<file path="src/rtl/alu_step_sequencer.sv">
// Control-step sequencer: fetches one instruction and walks the Datapath through T0..T6.
// Latency: 6 cycles T0..done for binary ops, 5 for NEG/NOT, 7 for MUL/DIV, plus T1 memory wait cycles.
// Backpressure: T1 holds until mem_ready; start is ignored while busy; run=1 chains instructions.
module alu_step_sequencer #(
  parameter int DATA_W = 32,
  parameter int NREG   = 16,
  parameter int OP_W   = 5,
  parameter int REG_W  = 4
) (
  input  logic              clock,
  input  logic              clear,
  input  logic              start,
  input  logic              run,
  input  logic              mem_ready,
  input  logic [DATA_W-1:0] ir,
  output logic              PCout,
  output logic              MARin,
  output logic              IncPC,
  output logic              PCin,
  output logic              MDMuxread,
  output logic              MDRin,
  output logic              MDRout,
  output logic              IRin,
  output logic              Yin,
  output logic              Zlowin,
  output logic              Zhighin,
  output logic              Zlowout,
  output logic              Zhighout,
  output logic              HIin,
  output logic              LOin,
  output logic [NREG-1:0]   Rin,
  output logic [NREG-1:0]   Rout,
  output logic [12:0]       alu_sel,
  output logic              busy,
  output logic              done,
  output logic              illegal,
  output logic [3:0]        step
);

  localparam int LOW_W = DATA_W - OP_W - 3*REG_W;

  typedef enum logic [3:0] {
    S_IDLE = 4'd0,
    S_T0   = 4'd1,
    S_T1   = 4'd2,
    S_T2   = 4'd3,
    S_T3   = 4'd4,
    S_T4   = 4'd5,
    S_T5   = 4'd6,
    S_T6   = 4'd7
  } state_t;

  // alu_sel bit positions
  localparam int SEL_MUL = 9;
  localparam int SEL_DIV = 10;
  localparam int SEL_NEG = 11;
  localparam int SEL_NOT = 12;

  state_t state, state_nxt;

  // Instruction fields copied at the T3 edge; T4..T6 never look at ir again.
  logic [12:0]      sel_q;
  logic [REG_W-1:0] ra_q;
  logic [REG_W-1:0] rc_q;
  logic             un_q;
  logic             md_q;
  logic             done_q;
  logic             last_step;

  // Live decode of ir, only meaningful in T3
  logic [OP_W-1:0]  op_d;
  logic [REG_W-1:0] ra_d;
  logic [REG_W-1:0] rb_d;
  logic [REG_W-1:0] rc_d;
  logic [12:0]      sel_d;
  logic             un_d;
  logic             bin_d;
  logic             bad_reg_d;
  logic             ill_d;

  assign op_d = ir[DATA_W-1 -: OP_W];
  assign ra_d = ir[DATA_W-OP_W-1 -: REG_W];
  assign rb_d = ir[DATA_W-OP_W-REG_W-1 -: REG_W];
  assign rc_d = ir[DATA_W-OP_W-2*REG_W-1 -: REG_W];

  generate
    if (LOW_W > 0) begin : g_low_bits
      logic unused_ir_low;
      assign unused_ir_low = ^ir[LOW_W-1:0];
    end
  endgenerate

  // Opcode to one-hot ALU select; all-zero means the opcode is not decodable.
  function automatic logic [12:0] op_to_sel(input logic [OP_W-1:0] op);
    logic [12:0] s;
    s = '0;
    case (op)
      OP_W'(3):  s[0]  = 1'b1;
      OP_W'(4):  s[1]  = 1'b1;
      OP_W'(5):  s[2]  = 1'b1;
      OP_W'(6):  s[3]  = 1'b1;
      OP_W'(7):  s[4]  = 1'b1;
      OP_W'(8):  s[5]  = 1'b1;
      OP_W'(9):  s[6]  = 1'b1;
      OP_W'(10): s[7]  = 1'b1;
      OP_W'(11): s[8]  = 1'b1;
      OP_W'(15): s[9]  = 1'b1;
      OP_W'(16): s[10] = 1'b1;
      OP_W'(17): s[11] = 1'b1;
      OP_W'(18): s[12] = 1'b1;
      default:   s     = '0;
    endcase
    return s;
  endfunction

  // Register index to one-hot strobe; out-of-range indices yield all zeros.
  function automatic logic [NREG-1:0] reg_onehot(input logic [REG_W-1:0] idx);
    logic [NREG-1:0] v;
    v = '0;
    for (int i = 0; i < NREG; i++) begin
      v[i] = (int'(idx) == i);
    end
    return v;
  endfunction

  // Decode classification and legality of the instruction in ir
  always_comb begin
    sel_d     = op_to_sel(op_d);
    un_d      = sel_d[SEL_NEG] | sel_d[SEL_NOT];
    bin_d     = |sel_d[10:0];
    bad_reg_d = (int'(ra_d) >= NREG) || (int'(rb_d) >= NREG) ||
                (bin_d && (int'(rc_d) >= NREG));
    ill_d     = (sel_d == 13'd0) || bad_reg_d;
  end

  // State register
  always_ff @(posedge clock or negedge clear) begin
    if (!clear) begin
      state <= S_IDLE;
    end else begin
      state <= state_nxt;
    end
  end

  // Capture decoded fields at the T3 edge
  always_ff @(posedge clock or negedge clear) begin
    if (!clear) begin
      sel_q <= '0;
      ra_q  <= '0;
      rc_q  <= '0;
      un_q  <= 1'b0;
      md_q  <= 1'b0;
    end else if (state == S_T3) begin
      sel_q <= sel_d;
      ra_q  <= ra_d;
      rc_q  <= rc_d;
      un_q  <= un_d;
      md_q  <= sel_d[SEL_MUL] | sel_d[SEL_DIV];
    end
  end

  // done is the registered image of the final step, so it lands one cycle later
  always_ff @(posedge clock or negedge clear) begin
    if (!clear) begin
      done_q <= 1'b0;
    end else begin
      done_q <= last_step;
    end
  end

  // Next state and per-step control bundle
  always_comb begin
    state_nxt = state;
    last_step = 1'b0;
    PCout     = 1'b0;
    MARin     = 1'b0;
    IncPC     = 1'b0;
    PCin      = 1'b0;
    MDMuxread = 1'b0;
    MDRin     = 1'b0;
    MDRout    = 1'b0;
    IRin      = 1'b0;
    Yin       = 1'b0;
    Zlowin    = 1'b0;
    Zhighin   = 1'b0;
    Zlowout   = 1'b0;
    Zhighout  = 1'b0;
    HIin      = 1'b0;
    LOin      = 1'b0;
    Rin       = '0;
    Rout      = '0;
    alu_sel   = '0;
    illegal   = 1'b0;

    case (state)
      S_IDLE: begin
        if (start) state_nxt = S_T0;
      end
      S_T0: begin
        PCout     = 1'b1;
        MARin     = 1'b1;
        IncPC     = 1'b1;
        Zlowin    = 1'b1;
        state_nxt = S_T1;
      end
      S_T1: begin
        // Read strobes stay up while waiting; the PC update happens only on the ready cycle.
        MDMuxread = 1'b1;
        MDRin     = 1'b1;
        if (mem_ready) begin
          PCin      = 1'b1;
          Zlowout   = 1'b1;
          state_nxt = S_T2;
        end
      end
      S_T2: begin
        MDRout    = 1'b1;
        IRin      = 1'b1;
        state_nxt = S_T3;
      end
      S_T3: begin
        if (ill_d) begin
          illegal   = 1'b1;
          state_nxt = S_IDLE;
        end else if (un_d) begin
          Rout      = reg_onehot(rb_d);
          alu_sel   = sel_d;
          Zlowin    = 1'b1;
          state_nxt = S_T4;
        end else begin
          Rout      = reg_onehot(rb_d);
          Yin       = 1'b1;
          state_nxt = S_T4;
        end
      end
      S_T4: begin
        if (un_q) begin
          Zlowout   = 1'b1;
          Rin       = reg_onehot(ra_q);
          last_step = 1'b1;
        end else begin
          Rout      = reg_onehot(rc_q);
          alu_sel   = sel_q;
          Zlowin    = 1'b1;
          Zhighin   = md_q;
          state_nxt = S_T5;
        end
      end
      S_T5: begin
        Zlowout = 1'b1;
        if (md_q) begin
          LOin      = 1'b1;
          state_nxt = S_T6;
        end else begin
          Rin       = reg_onehot(ra_q);
          last_step = 1'b1;
        end
      end
      S_T6: begin
        Zhighout  = 1'b1;
        HIin      = 1'b1;
        last_step = 1'b1;
      end
      default: begin
        state_nxt = S_IDLE;
      end
    endcase

    if (last_step) begin
      state_nxt = run ? S_T0 : S_IDLE;
    end
  end

  assign busy = (state != S_IDLE);
  assign done = done_q;
  assign step = state;

endmodule

</file>
<file path="config.mk">
export PLATFORM = sky130hd
export DESIGN_NAME = alu_step_sequencer
export DESIGN_NICKNAME = d
export VERILOG_FILES = /design/src/rtl/alu_step_sequencer.sv
export SDC_FILE = /design/constraint.sdc
export NUM_CORES = 1
export LEC_CHECK = 0
export ABC_AREA = 0
export CORE_UTILIZATION = 57
export DETAILED_ROUTE_END_ITERATION = 12
export DONT_BUFFER_PORTS = 1
export PLACE_DENSITY = 0.87
export SLEW_MARGIN = 5
export SYNTH_ARGS = -nofsm -noshare
export SYNTH_HDL_FRONTEND = slang
export SYNTH_SLANG_ARGS = --single-unit
</file>
<file path="constraint.sdc">
create_clock -name clock -period 1.7 [get_ports clock]
set_input_delay 0.425 -clock clock [delete_from_list [all_inputs] [get_ports clock]]
set_output_delay 0.425 -clock clock [all_outputs]
set_load 0.03 [all_outputs]
</file>
==> results by group, run 1 <==
Synth
  – Commonest cells post-synth: nand2_1, dfrtp_1, nor2_1
  – Cells after synthesis: 239
  – Synthesized area: 1950 sq um
  – Mapped Nets: 276
  – Post-Synth XOR/XNOR Area: 0
  – Synth Area in Adders: 0
  – Most common cell in the netlist: nand2_1
  – Avg Cell Area, Syn: 8.14 sq um
  – Synth top area share: 0.347
  – Synth Register Bits: 27
  – Compound-Gate Fraction of Synth Area: 0.175
  – Top_reg_cell synth: dfrtp_1
  – Post-synthesis sequential area ratio: 0.347
  – EDFF count, synth: 0
  – Post-synth ARST share: 1.00
  – Yosys warns: 0
  – Area leader, netlist: dfrtp_1
  – Simple-Gate Fraction of Synth Area: 0.352
  – Largest family of logic cells by synthesized area: simple AND/OR/NAND/NOR gates
  – Cells taking the most area after synthesis: dfrtp_1, nand2_1, mux2_2
  – Synth cell types: 45
  – Mux cell area share after synthesis: 0.0579

Clock tree
  – Root buf cell: clkbuf_4
  – Clock tree buffer depth: 2
  – Post-CTS setup buffer count: 3
  – Htree depth: 1
  – Cts bufs inserted: 3
  – Clk sinks: 27
  – Hold Buf Count CTS: 2
  – Post-CTS Resized: 54

Place
  – Post-Place Setup Slack: -405 ps
  – Dpl hpwl: about 5200 um
  – IO Port Bufs: 0
  – Dpl cells: 317
  – Final GP Congestion: 0.901

Die
  – Row count: 20
  – Die X: 60.4 um
  – Die Ht: 60.4 um
  – Initial Utilization: 0.617
  – Io pins: 104

Outcome
  – Status: did not finish
  – Fail Step: 4_1_cts
  – First error: [ERROR DPL-0033] detailed placement checks failed during check placement.
[cells by family after synthesis]
logic type,after synthesis
other,1
AOI/OAI and AO/OA,50
buffers and inverters,22
and+or+nand+nor,129
muxes,10
DFF,27
[per-stage QoR]
stage	cell area [sq um]	hold WS, ps	utilization
detailed placement	2830	130	0.896
global placement	2830	130	0.896
floorplan	2490	129	-
==> inputs of run 2 (changes only) <==
--- a/config.mk
+++ b/config.mk
@@ -6,10 +6,10 @@
 export NUM_CORES = 1
 export LEC_CHECK = 0
 export ABC_AREA = 0
-export CORE_UTILIZATION = 57
+export CORE_UTILIZATION = 40
 export DETAILED_ROUTE_END_ITERATION = 12
 export DONT_BUFFER_PORTS = 1
-export PLACE_DENSITY = 0.87
+export PLACE_DENSITY_LB_ADDON = 0.15
 export SLEW_MARGIN = 5
 export SYNTH_ARGS = -nofsm -noshare
 export SYNTH_HDL_FRONTEND = slang
==> constraint.sdc (replaced) <==
create_clock -name clock -period 2.2 [get_ports clock]
set_input_delay 0.55 -clock clock [delete_from_list [all_inputs] [get_ports clock]]
set_output_delay 0.55 -clock clock [all_outputs]
set_load 0.03 [all_outputs]
==> results by group, run 2 <==
Synth
  – Simple-Gate Fraction of Synth Area: 0.352 (unchanged)
  – Post-synthesis sequential area ratio: 0.347 (unchanged)
  – Yosys warns: 0 (unchanged)
  – Cells after synthesis: 239 (unchanged)
  – Cells taking the most area after synthesis: dfrtp_1, nand2_1, mux2_2
  – Synth top area share: 0.347 (unchanged)
  – Commonest cells post-synth: nand2_1, dfrtp_1, nor2_1
  – Avg Cell Area, Syn: 8.14 sq um (unchanged)
  – Post-synth ARST share: 1.00 (unchanged)
  – Synthesized area: 1950 sq um (unchanged)
  – Compound-Gate Fraction of Synth Area: 0.175 (unchanged)
  – Most common cell in the netlist: nand2_1
  – EDFF count, synth: 0 (unchanged)
  – Synth Area in Adders: 0 (unchanged)
  – Post-Synth XOR/XNOR Area: 0 (unchanged)
  – Synth cell types: 45 (unchanged)
  – Mapped Nets: 276 (unchanged)
  – Area leader, netlist: dfrtp_1
  – Top_reg_cell synth: dfrtp_1
  – Largest family of logic cells by synthesized area: simple AND/OR/NAND/NOR gates
  – Mux cell area share after synthesis: 0.0579 (unchanged)
  – Synth Register Bits: 27 (unchanged)

Drt
  – DRC viols: 0
  – Top Metal Used: met4
  – Drt initial violations: 53
  – Metal2 WL: between 2000 and 3000 um
  – Wire per inst: between 15 and 20 um
  – DR vias/cell: 5.57
  – WL met1: 2620 um
  – Vias post-DR: 1965
  – WL final: approximately 6000 um
  – Drt pass-1 iters: 4
  – Detail Route Antenna Nets: 0
  – WL met3: around 290 um

Global routing
  – Grt total ovfl: 0
  – Vias in the first global route: 1884
  – Initial antenna violation count: 0
  – Gr usage total: 0.232
  – Largest net degree at the start of global routing: 28
  – First-pass GRT wire length: 9420 um

Die
  – Die X: 71.7 um (+19%)
  – Die ar.: 5150 sq um
  – Io pins: 104 (unchanged)
  – Initial Utilization: 0.415 (-0.202)
  – Core area: 4690 sq um
  – Die Ht: 71.7 um (+19%)
  – Row count: 25 (+25%)

Critical path
  – Largest stage delay on the critical path: 460 ps
  – Crit-path cells: and4bb_4 > nand2_2 > or2_4 > o32ai_4
  – Crit-path slowest cell: dfrtp_2
  – Worst Path Required: approximately 1700 ps
  – WS Path Type: reg2out
  – Worst path top cell family by delay: simple AND/OR/NAND/NOR gates
  – Arrival @ worst endpoint: about 1900 ps
  – Worst Setup End Kind: output port
  – Worst Path Max Fanout: 5
  – Startpoint class of the critical path: flip-flop
  – CP bufs+invs: 0

Place
  – Dpl hpwl: 4220 um (-19%)
  – Dpl cells: 338 (+6.6%)
  – Post-Place Setup Slack: -65.7 ps (+340 ps)
  – IO Port Bufs: 0 (unchanged)
  – Final GP Congestion: 0.803 (-11%)

Layout
  – Final cell count without fillers: 353
  – Layout Nets: 337
  – Number of diodes: 0
  – Syn-to-layout area delta: 63.7%
  – Reg with most FFs: sel_q
  – Largest regs: sel_q: 13 flops, ra_q: 4 flops, rc_q: 4 flops
  – Commonest non-fill, non-tap cell in the layout: buf_4
  – Share of post-route cells with drive strength above 1: 0.605
  – Largest register FFs: 13
  – Most frequent cells in the layout: buf_4, nand2_1, dfrtp_1, buf_6, nor2_4

Clock tree
  – Worst-skew pair later-pin latency: between 200 and 300 ps
  – CTS tree: built
  – Clock tree buffer depth: 2 (unchanged)
  – Clk sinks: 27 (unchanged)
  – Htree depth: 1 (unchanged)
  – Root buf cell: clkbuf_8
  – CTS clk-pin slew, worst paths: roughly 100 ps
  – Cts bufs inserted: 3 (unchanged)

Power
  – Leakage power: 0.00131 uW
  – Logic pwr share: 0.592
  – Pint: 1640 uW
  – Switch Pwr: roughly 1400 uW
  – Peak VDD IR: 0.509 mV
  – Switching Share: 0.466
  – Clock network fraction of design power: 0.092
  – Power Dens Cells: 967 nW/um^2
  – Reg power frac: 0.315

STA
  – Pins Over Slew Limit: 0
  – Post-Route Setup TNS: -6840 ps
  – Max Freq: 0.405 GHz
  – Final setup vio count: 35
  – Slew headroom: 0.637
  – Slew @ Worst Pin: 545 ps
  – Crit path time final: 2470 ps
  – Worst Skew: 5.17 ps
  – Tcrit/Tclk final: 1.12
  – Final hold slack: 80.0 ps
  – Post-route setup slack: -271 ps
  – Final hold vios: 0
  – Unrepaired setup endpoints after global routing: true

Hold path
  – Worst hold path type: in2async

Outcome
  – Failing checks: negative setup slack
  – Status: complete, but fails checks

Job
  – # Max-Cap Violations: 0
[run 2: cell counts after synthesis]
Identical to the previous run, type by type.
[run 2: stage by stage]
step	utilization	area (sq um)	total power, uW
after floorplan	-	2290	2030
after global placement	0.587	2760	2420
after detailed placement	0.587	2760	2460
after CTS	0.652	3060	2950
after global routing	0.679	3190	3290
final	0.679	3190	3080
[run 2: kinds of logic after synthesis]
kind of cell	Yosys count
mux	10
other cells	1
flops	27
buf+inv	22
simple gates	129
compound gates	50
[run 2: what timing repair did]
| item | 4_1_cts | 5_1_grt |
|---|---|---|
| pin swaps | 37 | 22 |
| setup endpoints to repair | 48 | 52 |
| hold buffers | 1 | 0 |
| buffers inserted | 8 | 2 |
| resized for setup | 47 | 36 |
| gates cloned | 1 | 0 |
| endpoints found under the hold margin | 27 | 0 |
[run 2: routing by layer]
layer	up-vias	track usage
li1	957	-
met1	930	0.321
met2	70	0.389
met3	8	0.0338
met4	0	0.0458
met5	-	0
[run 2: cell type report]
class	instances	area, sq um
Clock buffer	4	45.0
Fill cell	389	1510
Sequential cell	27	679
Multi-Input combinational cell	191	1690
Inverter	2	7.51
Tap cell	54	67.6
Timing Repair Buffer	75	701
[run 2: final timing paths]
kind | cells after the start | endpoint | slack, ps | from
min in group clock | 1 | sel_q[1]$_DFFE_PN0P_ | 360 | ir[28]
hold / removal | 1 | sel_q[12]$_DFFE_PN0P_ | 80 | clear
max in group asynchronous | 1 | step[0]$_DFFE_PN0P_ | 1940 | clear
setup / recovery | 4 | Rout[4] | -270 | step[1]$_DFFE_PN0P_
hold reg to reg | 2 | sel_q[1]$_DFFE_PN0P_ | 480 | sel_q[1]$_DFFE_PN0P_
setup reg to reg | 5 | sel_q[5]$_DFFE_PN0P_ | 260 | step[1]$_DFFE_PN0P_
[run 2: power groups by stage]
stage	combinational [uW]	sequential, uW	clock, uW
floorplan	1120	910	0
global placement	1490	927	0
detailed placement	1520	938	0
CTS	1710	951	294
global route	1960	1010	321
finish	1820	972	284
[run 2: worst reg2reg max path: stages, from the launching register on]
cell and delay (ps):
dfrtp_2 460, or3b_4 490, buf_6 160, buf_4 140, or3_4 360, o31ai_2 230
Power figures use the tool's default switching activity.
==> inputs of run 3 (changes only) <==
--- a/config.mk
+++ b/config.mk
@@ -7,6 +7,7 @@
 export LEC_CHECK = 0
 export ABC_AREA = 0
 export CORE_UTILIZATION = 40
+export CTS_CLUSTER_DIAMETER = 60
 export DETAILED_ROUTE_END_ITERATION = 12
 export DONT_BUFFER_PORTS = 1
 export PLACE_DENSITY_LB_ADDON = 0.15
==> results of run 3 <==
Same layout as run 2: the final DEF is identical, and so are final timing and power.
==> inputs of run 4 (changes only) <==
--- a/config.mk
+++ b/config.mk
@@ -15,3 +15,4 @@
 export SYNTH_ARGS = -nofsm -noshare
 export SYNTH_HDL_FRONTEND = slang
 export SYNTH_SLANG_ARGS = --single-unit
+export TNS_END_PERCENT = 100
==> results of run 4 <==
Same layout as run 2: the final DEF is identical, and so are final timing and power.
==> edit 1, RTL diff (settings of run 2) <==
The parameter `OP_W` goes from 5 to 6.
--- a/src/rtl/alu_step_sequencer.sv
+++ b/src/rtl/alu_step_sequencer.sv
@@ -4,7 +4,7 @@
 module alu_step_sequencer #(
   parameter int DATA_W = 32,
   parameter int NREG   = 16,
-  parameter int OP_W   = 5,
+  parameter int OP_W   = 6,
   parameter int REG_W  = 4
 ) (
   input  logic              clock,
Formal check against the unedited RTL: not equivalent (Yosys sat finds a counterexample within 10 cycles, from zero or initial values).
==> edit 1 against run 2 <==
  * The flow still finishes with violations (negative setup slack)
  * Routed wire length up 3.3%
  * Power down 13%
  * Die area up 0.70%
  * Sequential cell count unchanged
  * Register-to-register slack better by 150 ps
  * Design area up 2.6%
  * Utilization up 1.3 points
  * Count of clock-buffer cells in the layout down 1
  * Clock power down 4%
  * Combinational power down 15%
  * Clock skew down 2.0 ps
  * Via count up 10%
  * Worst setup slack better by 67 ps
  * Area after synthesis up 0.71%
  * Highest routed layer unchanged
==> edit 1: results (changes against run 2) <==
Final layout
  – Non-clock buffering overhead: 24.47% (+2.5 points)
  – Fillers: 388 (-0.26%)
  – Net count, final: 367 (+8.9%)
  – Final Util: 69.17% (+1.3 points)
  – Clock-cell share: 1.417% (+0.0031 points)
  – Layout cell share with drive strength beyond 1: 50.46% (-10 points)

Outcome
  – Failing checks: negative setup slack
  – Status: finished with violations

Clocking
  – Cts repair resizes: 54 (+15%)

Synth
  – Compound-Gate Fraction of Synth Area: 14.62% (-2.9 points)
  – Largest cells by area after synthesis: dfrtp_1 (34%), nand2_1 (12%), o21ai_1 (5.9%), nor2_1 (4.8%), and2_1 (4.2%)
  – Post-synthesis mux area share: 0.5747% (-5.2 points)
  – XOR/XNOR Fraction of Synth Area: 0.4470% (+0.45 points)

STA
  – Final setup fails: 35 (unchanged)
  – Worst Slack Setup Final: -203.6 ps (+67.41 ps)
  – Worst hold margin: 88.29 ps (+8.300 ps)

Placement
  – Pre-CTS setup slack: -47.67 ps (+18.05 ps)
  – Dpl hpwl: 4.063 mm (-3.6%)

Worst setup path
  – Critical Path End: Rin[2]
  – Register-to-Register Setup Slack: 410 ps (+150 ps)
  – Worst EP arrival: 1850 ps (-70 ps)

Global route
  – M1 GR Usage: 31.03% (-1.0 points)
  – Global Route Usage Sum: 22.30% (-0.90 points)

Detailed routing
  – Via count: 2,164 (+10%)
  – Routed length on met1: 2.682 mm (+2.6%)
-- edit 1: cell count changes after synthesis, moves of 5 or more --
| cell | change |
|---|---|
| o21ai_1 | +18 |
| o41ai_1 | -5 |
| nand3_1 | +6 |
| mux2_2 | -9 |
| o21ai_0 | -11 |
| clkbuf_1 | +7 |
| nand4_1 | +5 |
| nand2_1 | +32 |
-- edit 1: power by group through the flow --
stage / logic (W) / clock network (W) / registers [W]
floorplan: 0.000806 / 0 / 0.000840
detailed placement: 0.00112 / 0 / 0.000822
global placement: 0.00110 / 0 / 0.000814
CTS: 0.00133 / 0.000283 / 0.000816
finish: 0.00155 / 0.000274 / 0.000854
global route: 0.00166 / 0.000306 / 0.000874
-- edit 1: cells by family after synthesis --
logic type / Yosys count
compound gates: 46
xor+xnor: 1
buf+inv: 23
flops: 27
mux: 1
other cells: 1
simple gates: 170
